--- src/rtl/codec_stream_sched.sv ---
// codec_stream_sched: once per LRCK frame, fetch one stereo sample from two valid/ready
// sources and hold it on the codec DAC inputs. Build macro CODEC_SCHED_MIX_EN adds summing mode.
module codec_stream_sched #(
  parameter int DW            = 24,
  parameter int FETCH_TIMEOUT = 64,
  parameter int UCNT_W        = 16
) (
  input  logic              clk,
  input  logic              rst_n,
  input  logic              lrck,
  input  logic              s0_valid,
  output logic              s0_ready,
  input  logic [DW-1:0]     s0_l,
  input  logic [DW-1:0]     s0_r,
  input  logic              s1_valid,
  output logic              s1_ready,
  input  logic [DW-1:0]     s1_l,
  input  logic [DW-1:0]     s1_r,
  input  logic [1:0]        cfg_en,
  input  logic              cfg_rr,
  input  logic              cfg_mute,
  input  logic              cfg_mix,
  output logic [DW-1:0]     dac_l,
  output logic [DW-1:0]     dac_r,
  output logic              dac_update,
  output logic [1:0]        active_src,
  output logic [UCNT_W-1:0] underrun_cnt
);
  localparam int TW = $clog2(FETCH_TIMEOUT) + 1;

  typedef enum logic [1:0] {IDLE, WAIT, LOAD} state_t;
  state_t state, state_nxt;

  logic          lrck_d, tick, rr_ptr, timeout, wait_exit, uflag, rr_adv;
  logic [TW-1:0] tmo_cnt;
  logic [1:0]    valid, req, grant, ready, hs, consumed;
  logic [DW-1:0] fetch_l, fetch_r, nxt_l, nxt_r;

  assign tick    = lrck & ~lrck_d;
  assign valid   = {s1_valid, s0_valid};
  assign req     = valid & cfg_en;
  assign timeout = (tmo_cnt == TW'(FETCH_TIMEOUT - 1));

  // Single grant; on contention the rr pointer decides only when cfg_rr is set.
  always_comb begin
    grant = req;
    if (req == 2'b11) grant = (cfg_rr && rr_ptr) ? 2'b10 : 2'b01;
  end

`ifdef CODEC_SCHED_MIX_EN
  logic [1:0]    got;
  logic [DW-1:0] cap0_l, cap0_r, cap1_l, cap1_r;
  logic [DW-1:0] m0_l, m0_r, m1_l, m1_r;
  logic          mix_done;

  function automatic logic [DW-1:0] sat_add(input logic signed [DW-1:0] a,
                                            input logic signed [DW-1:0] b);
    logic signed [DW:0] s;
    s = {a[DW-1], a} + {b[DW-1], b};
    if (s[DW] != s[DW-1]) sat_add = s[DW] ? {1'b1, {(DW-1){1'b0}}} : {1'b0, {(DW-1){1'b1}}};
    else                  sat_add = s[DW-1:0];
  endfunction

  always_comb begin
    ready = '0;
    if (state == WAIT) ready = cfg_mix ? (cfg_en & ~got) : grant;
  end

  assign hs       = ready & valid;
  assign consumed = cfg_mix ? (got | hs) : hs;
  assign mix_done = (cfg_en != 2'b00) && ((consumed & cfg_en) == cfg_en);
  assign wait_exit = (state == WAIT) && ((cfg_mix ? mix_done : |hs) || timeout);
  assign rr_adv   = !cfg_mix && (req == 2'b11) && cfg_rr && |hs;

  // A source that never handshook this frame contributes zero to the sum.
  assign m0_l = hs[0] ? s0_l : (got[0] ? cap0_l : '0);
  assign m0_r = hs[0] ? s0_r : (got[0] ? cap0_r : '0);
  assign m1_l = hs[1] ? s1_l : (got[1] ? cap1_l : '0);
  assign m1_r = hs[1] ? s1_r : (got[1] ? cap1_r : '0);
  assign fetch_l = cfg_mix ? sat_add(m0_l, m1_l) : (hs[1] ? s1_l : s0_l);
  assign fetch_r = cfg_mix ? sat_add(m0_r, m1_r) : (hs[1] ? s1_r : s0_r);

  always_ff @(posedge clk or negedge rst_n) begin
    if (!rst_n)              got <= '0;
    else if (state != WAIT)  got <= '0;
    else                     got <= got | hs;
  end

  always_ff @(posedge clk) begin
    if (hs[0]) begin
      cap0_l <= s0_l;
      cap0_r <= s0_r;
    end
    if (hs[1]) begin
      cap1_l <= s1_l;
      cap1_r <= s1_r;
    end
  end
`else
  logic unused_mix;
  assign unused_mix = cfg_mix;

  assign ready     = (state == WAIT) ? grant : 2'b00;
  assign hs        = ready & valid;
  assign consumed  = hs;
  assign wait_exit = (state == WAIT) && (|hs || timeout);
  assign rr_adv    = (req == 2'b11) && cfg_rr && |hs;
  assign fetch_l   = hs[1] ? s1_l : s0_l;
  assign fetch_r   = hs[1] ? s1_r : s0_r;
`endif

  assign s0_ready = ready[0];
  assign s1_ready = ready[1];
  assign uflag    = ~|consumed;

  always_comb begin
    nxt_l = dac_l;
    nxt_r = dac_r;
    if (!uflag) begin
      nxt_l = fetch_l;
      nxt_r = fetch_r;
    end else if (cfg_mute) begin
      nxt_l = '0;
      nxt_r = '0;
    end
  end

  always_comb begin
    state_nxt = state;
    case (state)
      IDLE:    if (tick) state_nxt = WAIT;
      WAIT:    if (wait_exit) state_nxt = LOAD;
      LOAD:    state_nxt = IDLE;
      default: state_nxt = IDLE;
    endcase
  end

  // DAC registers load on the WAIT exit edge so LOAD is the cycle they are visible.
  always_ff @(posedge clk or negedge rst_n) begin
    if (!rst_n) begin
      state        <= IDLE;
      lrck_d       <= 1'b0;
      rr_ptr       <= 1'b0;
      tmo_cnt      <= '0;
      dac_l        <= '0;
      dac_r        <= '0;
      dac_update   <= 1'b0;
      active_src   <= 2'b00;
      underrun_cnt <= '0;
    end else begin
      state      <= state_nxt;
      lrck_d     <= lrck;
      dac_update <= wait_exit;
      if (state == WAIT && !wait_exit) tmo_cnt <= tmo_cnt + 1'b1;
      else                             tmo_cnt <= '0;
      if (rr_adv) rr_ptr <= ~rr_ptr;
      if (wait_exit) begin
        dac_l      <= nxt_l;
        dac_r      <= nxt_r;
        active_src <= consumed;
        if (uflag && !(&underrun_cnt)) underrun_cnt <= underrun_cnt + 1'b1;
      end
    end
  end
endmodule

--- config.mk ---
export PLATFORM = sky130hd
export DESIGN_NAME = codec_stream_sched
export DESIGN_NICKNAME = d
export VERILOG_FILES = /design/src/rtl/codec_stream_sched.sv
export SDC_FILE = /design/constraint.sdc
export NUM_CORES = 1
export LEC_CHECK = 0
export CORE_AREA = 5 5 117 86
export CTS_CLUSTER_SIZE = 30
export DETAILED_ROUTE_END_ITERATION = 10
export DIE_AREA = 0 0 122 91
export PLACE_DENSITY = 0.79
export SLEW_MARGIN = 20
export SYNTH_ARGS = -nofsm -noshare
export SYNTH_HDL_FRONTEND = slang
export SYNTH_SLANG_ARGS = --single-unit
export TNS_END_PERCENT = 20
--- constraint.sdc ---
create_clock -name clk -period 2.45 [get_ports clk]
set_input_delay 0.245 -clock clk [delete_from_list [all_inputs] [get_ports clk]]
set_output_delay 0.245 -clock clk [all_outputs]
set_load 0.005 [all_outputs]
After elaboration in Yosys (flattened, before gate mapping)
Cells that the tools add are included.
W data, S select, Z words.
{ "totals": {"regBits": 78, "latch_bits": 0, "ram_bits": 0, "rom_bits": 0, "n_memories": 0} }
{ "op_classes": {"addsub": 2, "mul": 0, "div_mod_pow": 0, "n_lt_le_gt_ge": 0, "eq_ne": 5, "n_shift": 0, "n_mux": 12, "n_bitwise": 5, "reduce_logical": 17} }
{ "ops": {"columns": ["operator", "n"], "rows": [
  ["$mux W24", 5],
  ["$add A16 B1 Y16 const B", 1],
  ["$reduce_and A16 Y1", 1],
  ["$mux W2", 5],
  ["$add A7 B1 Y7 const B", 1],
  ["$eq A7 B6 Y1 const B", 1],
  ["$mux W7", 1],
  ["$logic_and A1 B1 Y1", 6],
  ["$reduce_and A2 Y1", 3],
  ["$and A2 B2 Y2", 2],
  ["$ne A2 B2 Y1 const B", 2],
  ["$pmux W2 S2", 1],
  ["$logic_not A1 Y1", 3],
  ["$eq A2 B1 Y1 const B", 1],
  ["$eq A2 B2 Y1 const B", 1],
  ["$logic_not A2 Y1", 1],
  ["$not A1 Y1", 2],
  ["$reduce_bool A2 Y1", 1],
  ["$reduce_or A2 Y1", 1],
  ["$and A1 B1 Y1", 1],
  ["$logic_or A1 B1 Y1", 1]
]} }

Logic depth before layout (Yosys ltp)
{ "logic_depth": {"ltp_word": 11, "ltp_mapped": 8, "depth_no_buf": 6} }

Least setup slack after synthesis
Ideal clock, no wire load.
{ "synth_path": {"kind": "reg-to-reg", "start": "register tmo_cnt[0]", "end": "register underrun_cnt[15]", "arrival_time_ns": 1.813, "t_required_ns": 2.322, "setup_slack_ns": 0.510, "path_stages_with_launch": 7, "path_cell_list": "dfrtp_1 -> ha_1 -> and4_1 -> nand4_1 -> or4_4 -> nor3_2 -> mux2_1"} }
{ "synth_between": {"elab_chain_cells": 4} }
{ "synth_rtl": {"columns": ["item", "line_no", "source"], "rows": [
  ["start, declared", "35", "logic [TW-1:0] tmo_cnt;"],
  ["start signal, assigned", "154", "if (state == WAIT && !wait_exit) tmo_cnt <= tmo_cnt + 1'b1;"],
  ["$eq A7 B6 Y1", "42", "assign timeout = (tmo_cnt == TW'(FETCH_TIMEOUT - 1));"],
  ["$logic_or A1 B1 Y1", "106", "assign wait_exit = (state == WAIT) && (|hs || timeout);"],
  ["$logic_and A1 B1 Y1", "106", null],
  ["$reduce_and A2 Y1 (no source line)", null, null],
  ["end signal, assigned", "161", "if (uflag && !(&underrun_cnt)) underrun_cnt <= underrun_cnt + 1'b1;"],
  ["end, declared", "27", "output logic [UCNT_W-1:0] underrun_cnt"]
]} }
No other way between the ends.
A chain may end at the register's enable or synchronous reset.

Worst setup path after layout
{ "layout_path": {"start": "input s0_valid", "end": "output s0_ready"} }
{ "layout_between": {"elab_chain_cells": 4} }
{ "layout_rtl": {"columns": ["item", "line_no", "source"], "rows": [
  ["start, declared", "11", "input logic s0_valid,"],
  ["$and A2 B2 Y2 *", "41", "assign req = valid & cfg_en;"],
  ["$eq A2 B2 Y1", "47", "if (req == 2'b11) grant = (cfg_rr && rr_ptr) ? 2'b10 : 2'b01;"],
  ["$mux W2 *", "47", null],
  ["$mux W2 *", "103", "assign ready = (state == WAIT) ? grant : 2'b00;"],
  ["end, declared", "12", "output logic s0_ready,"]
]} }
Every way passes the cells marked *; elsewhere a longest branch is shown, timed or not.

==> impl_metrics.tcl <==
set metrics [dict create \
    ys_seq_elements 78 \
    clkSinkCount 78 \
    tightest_slew_ns 0.709 \
    initial_utilization_pct 38.8 \
    ys_types 31 \
    gp_congestion 0.752 \
    dpl.hpwl_um 7590 \
    min_from "lrck_d" \
    cp-start-kind "input port" \
    cp_data_required_time_ns 2.20 \
    seqCellArea_um2 1950 \
    timing.rr.end "underrun_cnt[14]" \
    status "finished, final reports clean" \
    routed_wl_um 10500 \
    rows 29 \
    rsz0062_at_grt "no" \
    fin_nets 593 \
    slew_violations 0 \
    ys_seq_area_share_pct 57.1 \
    p_total_mw 5.53 \
    cp-end-kind "output pin" \
    dr_total_vias 3148 \
    postCtsSetupBuffers 0 \
    cp.arrival_ns 1.99 \
    clk_pin_slew_ns 0.06 \
    hold_buffers 0 \
    timing.rr.start "tmo_cnt[0]" \
    dieWidth_um 122 \
    reg2regPathDepth 6 \
    max_stage_delay_ns 0.56 \
    hold_viol_final 0 \
    tritoncts "done" \
    grt_antenna_before_repair 0 \
    fin_worst_skew_ns 0.00593 \
    setup_viol 0 \
    fin_crit_sh_pct 91.1 \
    hp-class "register to register" \
    cts-root-buf "clkbuf_16" \
    max_freq_ghz 0.448 \
    path_common_cell "clkdlybuf4s50_1" \
    grt.total_usage_pct 18.9 \
    grt_pass1_vias 3285 \
    yosysTopAreaCell "dfrtp_1" \
    fin_cells 614 \
    synth_top_cell_area_share_pct 57.1 \
    yosys_warnings 0 \
    n_antenna_cell 0 \
    finalInstanceArea_um2 5690 \
    clkLatencyLatePin_ns 0.33 \
    ctsResizeCount 0 \
    startpoint "s0_valid" \
    routed_via_density 5.13 \
    final_layout_size_suffix_gt1_share_pct 6.73 \
    slew_headroom_pct 52.7 \
    critPathCapture "s0_ready" \
    ant_nets 0 \
    multi_input_area_um2 1300 \
    cts_buffer_depth 2 \
    fill_cells 738 \
    synthTopCellsByArea "dfrtp_1 (57%), a222oi_1 (7.9%), mux2i_1 (6.1%)" \
    p_leak_nw 2.45 \
    drv_cap 0 \
    dpl.cell_count 597 \
    worst-path-max-fanout 4 \
    p_per_area_nw_per_um2 971 \
    netlist_area_um2 3420 \
    wl_per_cell_um 17.1 \
    crit_path_top_delay_cell "clkdlybuf4s50_1" \
    firstDrtPassIters 6 \
    core-area_um2 8820 \
    h-tree-depth 3 \
    fin_setup_tns_ns 0 \
    peakVddDrop_mv 0.549 \
    cts_buffers 9 \
    io_buffer_count 173 \
    path_cells "clkdlybuf4s50_1 > a22oi_1 > nand2b_1 > nor2_2 > clkdlybuf4s50_1" \
    placed_cell_area_um2 5330 \
    syn_avg_cell_area_um2 11.1 \
    synthCells 307 \
    grt_pass1_wl_um 16800 \
    min_period_ns 2.23 \
    top_level_ports 175 \
    die_area_um2 11100 \
    r2r_slack_ns 0.34 \
    grt.overflow.total 0 \
    grt_max_degree 79 \
    drc 0 \
    syn-num-nets 415 \
    critPathKind "input port to output pin" \
    drtIter0Drc 264 \
    area_growth_pct 66.4 \
    die-height_um 91 \
]
cell usage in the layout, fill, tap and decap left out, types with 5 or more instances in the layout:
cell	Yosys	final
a222oi_1	27	27
dfrtp_1	78	78
o21ai_0	14	14
inv_1	31	31
nor2_1	13	12
buf_4	0	7
mux2i_1	21	21
clkdlybuf4s50_1	0	172
nand3_1	9	9
clkbuf_16	0	9
o21ai_1	8	8
nand4_1	9	9
nand2_1	34	34
xnor2_1	14	14
nand2b_1	5	5
per-layer routing:
metal	vias up	global-route usage (%)	share of wire, %
met1	1521	24.3	43
met2	151	29.3	45
met4	0	6.53	1.7
li1	1460	-	-
met3	16	7.27	9.9
met5	-	0	0
through the flow:
step / utilization [%] / setup WS, ns / hold WS [ns]
2_1_floorplan: - / 0.510 / -0.0506
3_3_place_gp: 60.4 / 0.162 / 0.400
3_5_place_dp: 60.4 / 0.0552 / 0.421
4_1_cts: 64.4 / 0.208 / 0.114
5_1_grt: 64.6 / 0.124 / 0.420
6_report: 64.6 / 0.219 / 0.422
report_power, final:
part	total (mW)	switching (mW)	internal (mW)
Combinational	1.96	0.776	1.18
Clock	1.56	0.553	1.01
Sequential	2.00	0.263	1.74
flip-flops by register name, indices dropped and copies added (netlist names):
signal and flops:
tmo_cnt 7, dac_update 1, dac_r 24, rr_ptr 1, lrck_d 1, underrun_cnt 16, dac_l 24, active_src 2
state 2
cell usage after synthesis, drive strengths merged:
cell / count
dfrtp: 78
nand2: 34
inv: 31
a222oi: 27
o21ai: 22
mux2i: 21
xnor2: 14
nor2: 13
nand3: 9
nand4: 9
clkbuf: 8
buf: 7
nand2b: 5
xor2: 4
a21o: 3
and3: 3
and4: 3
mux2: 3
ha: 2
nor3: 2
nor4: 2
a211oi: 1
a22oi: 1
a311oi: 1
and2b: 1
nor2b: 1
o41ai: 1
or4: 1
worst max-delay path: cells and delay by family:
| kind | cells | cell delay (ns) |
|---|---|---|
| and+or+nand+nor | 2 | 0.45 |
| AOI/OAI and AO/OA | 1 | 0.17 |
| buffers and inverters | 2 | 1.11 |
kinds of logic (layout without fill, tap and decap cells):
| group | after synthesis | after routing | share of synthesized area (%) |
|---|---|---|---|
| compound gates | 56 | 56 | 12.9 |
| buf+inv | 46 | 229 | 5.31 |
| fa+ha+maj | 2 | 2 | 0.732 |
| flops | 78 | 78 | 57.1 |
| xor+xnor | 18 | 18 | 4.61 |
| simple gates | 83 | 83 | 12.2 |
| mux | 24 | 24 | 7.13 |
area by class of cell:
type | instances | area share [%]
clock buffers | 9 | 3.96
clock inverters | 7 | 2.24
inverters | 31 | 2.04
multi-input cells | 183 | 22.8
flip-flops and latches | 78 | 34.3
well taps | 124 | 2.73
repair buffers | 182 | 31.9
worst min path at each step:
stage	end	slack, ns	depth (start not counted)
after global routing	lrck_d	0.42	1
after CTS	underrun_cnt[3]	0.11	1
after floorplan	active_src[0]	-0.05	0
final	state[0]	0.42	1
after global placement	state[0]	0.40	1
after detailed placement	state[0]	0.42	1
Note: power is estimated with default switching activity, not from simulation.
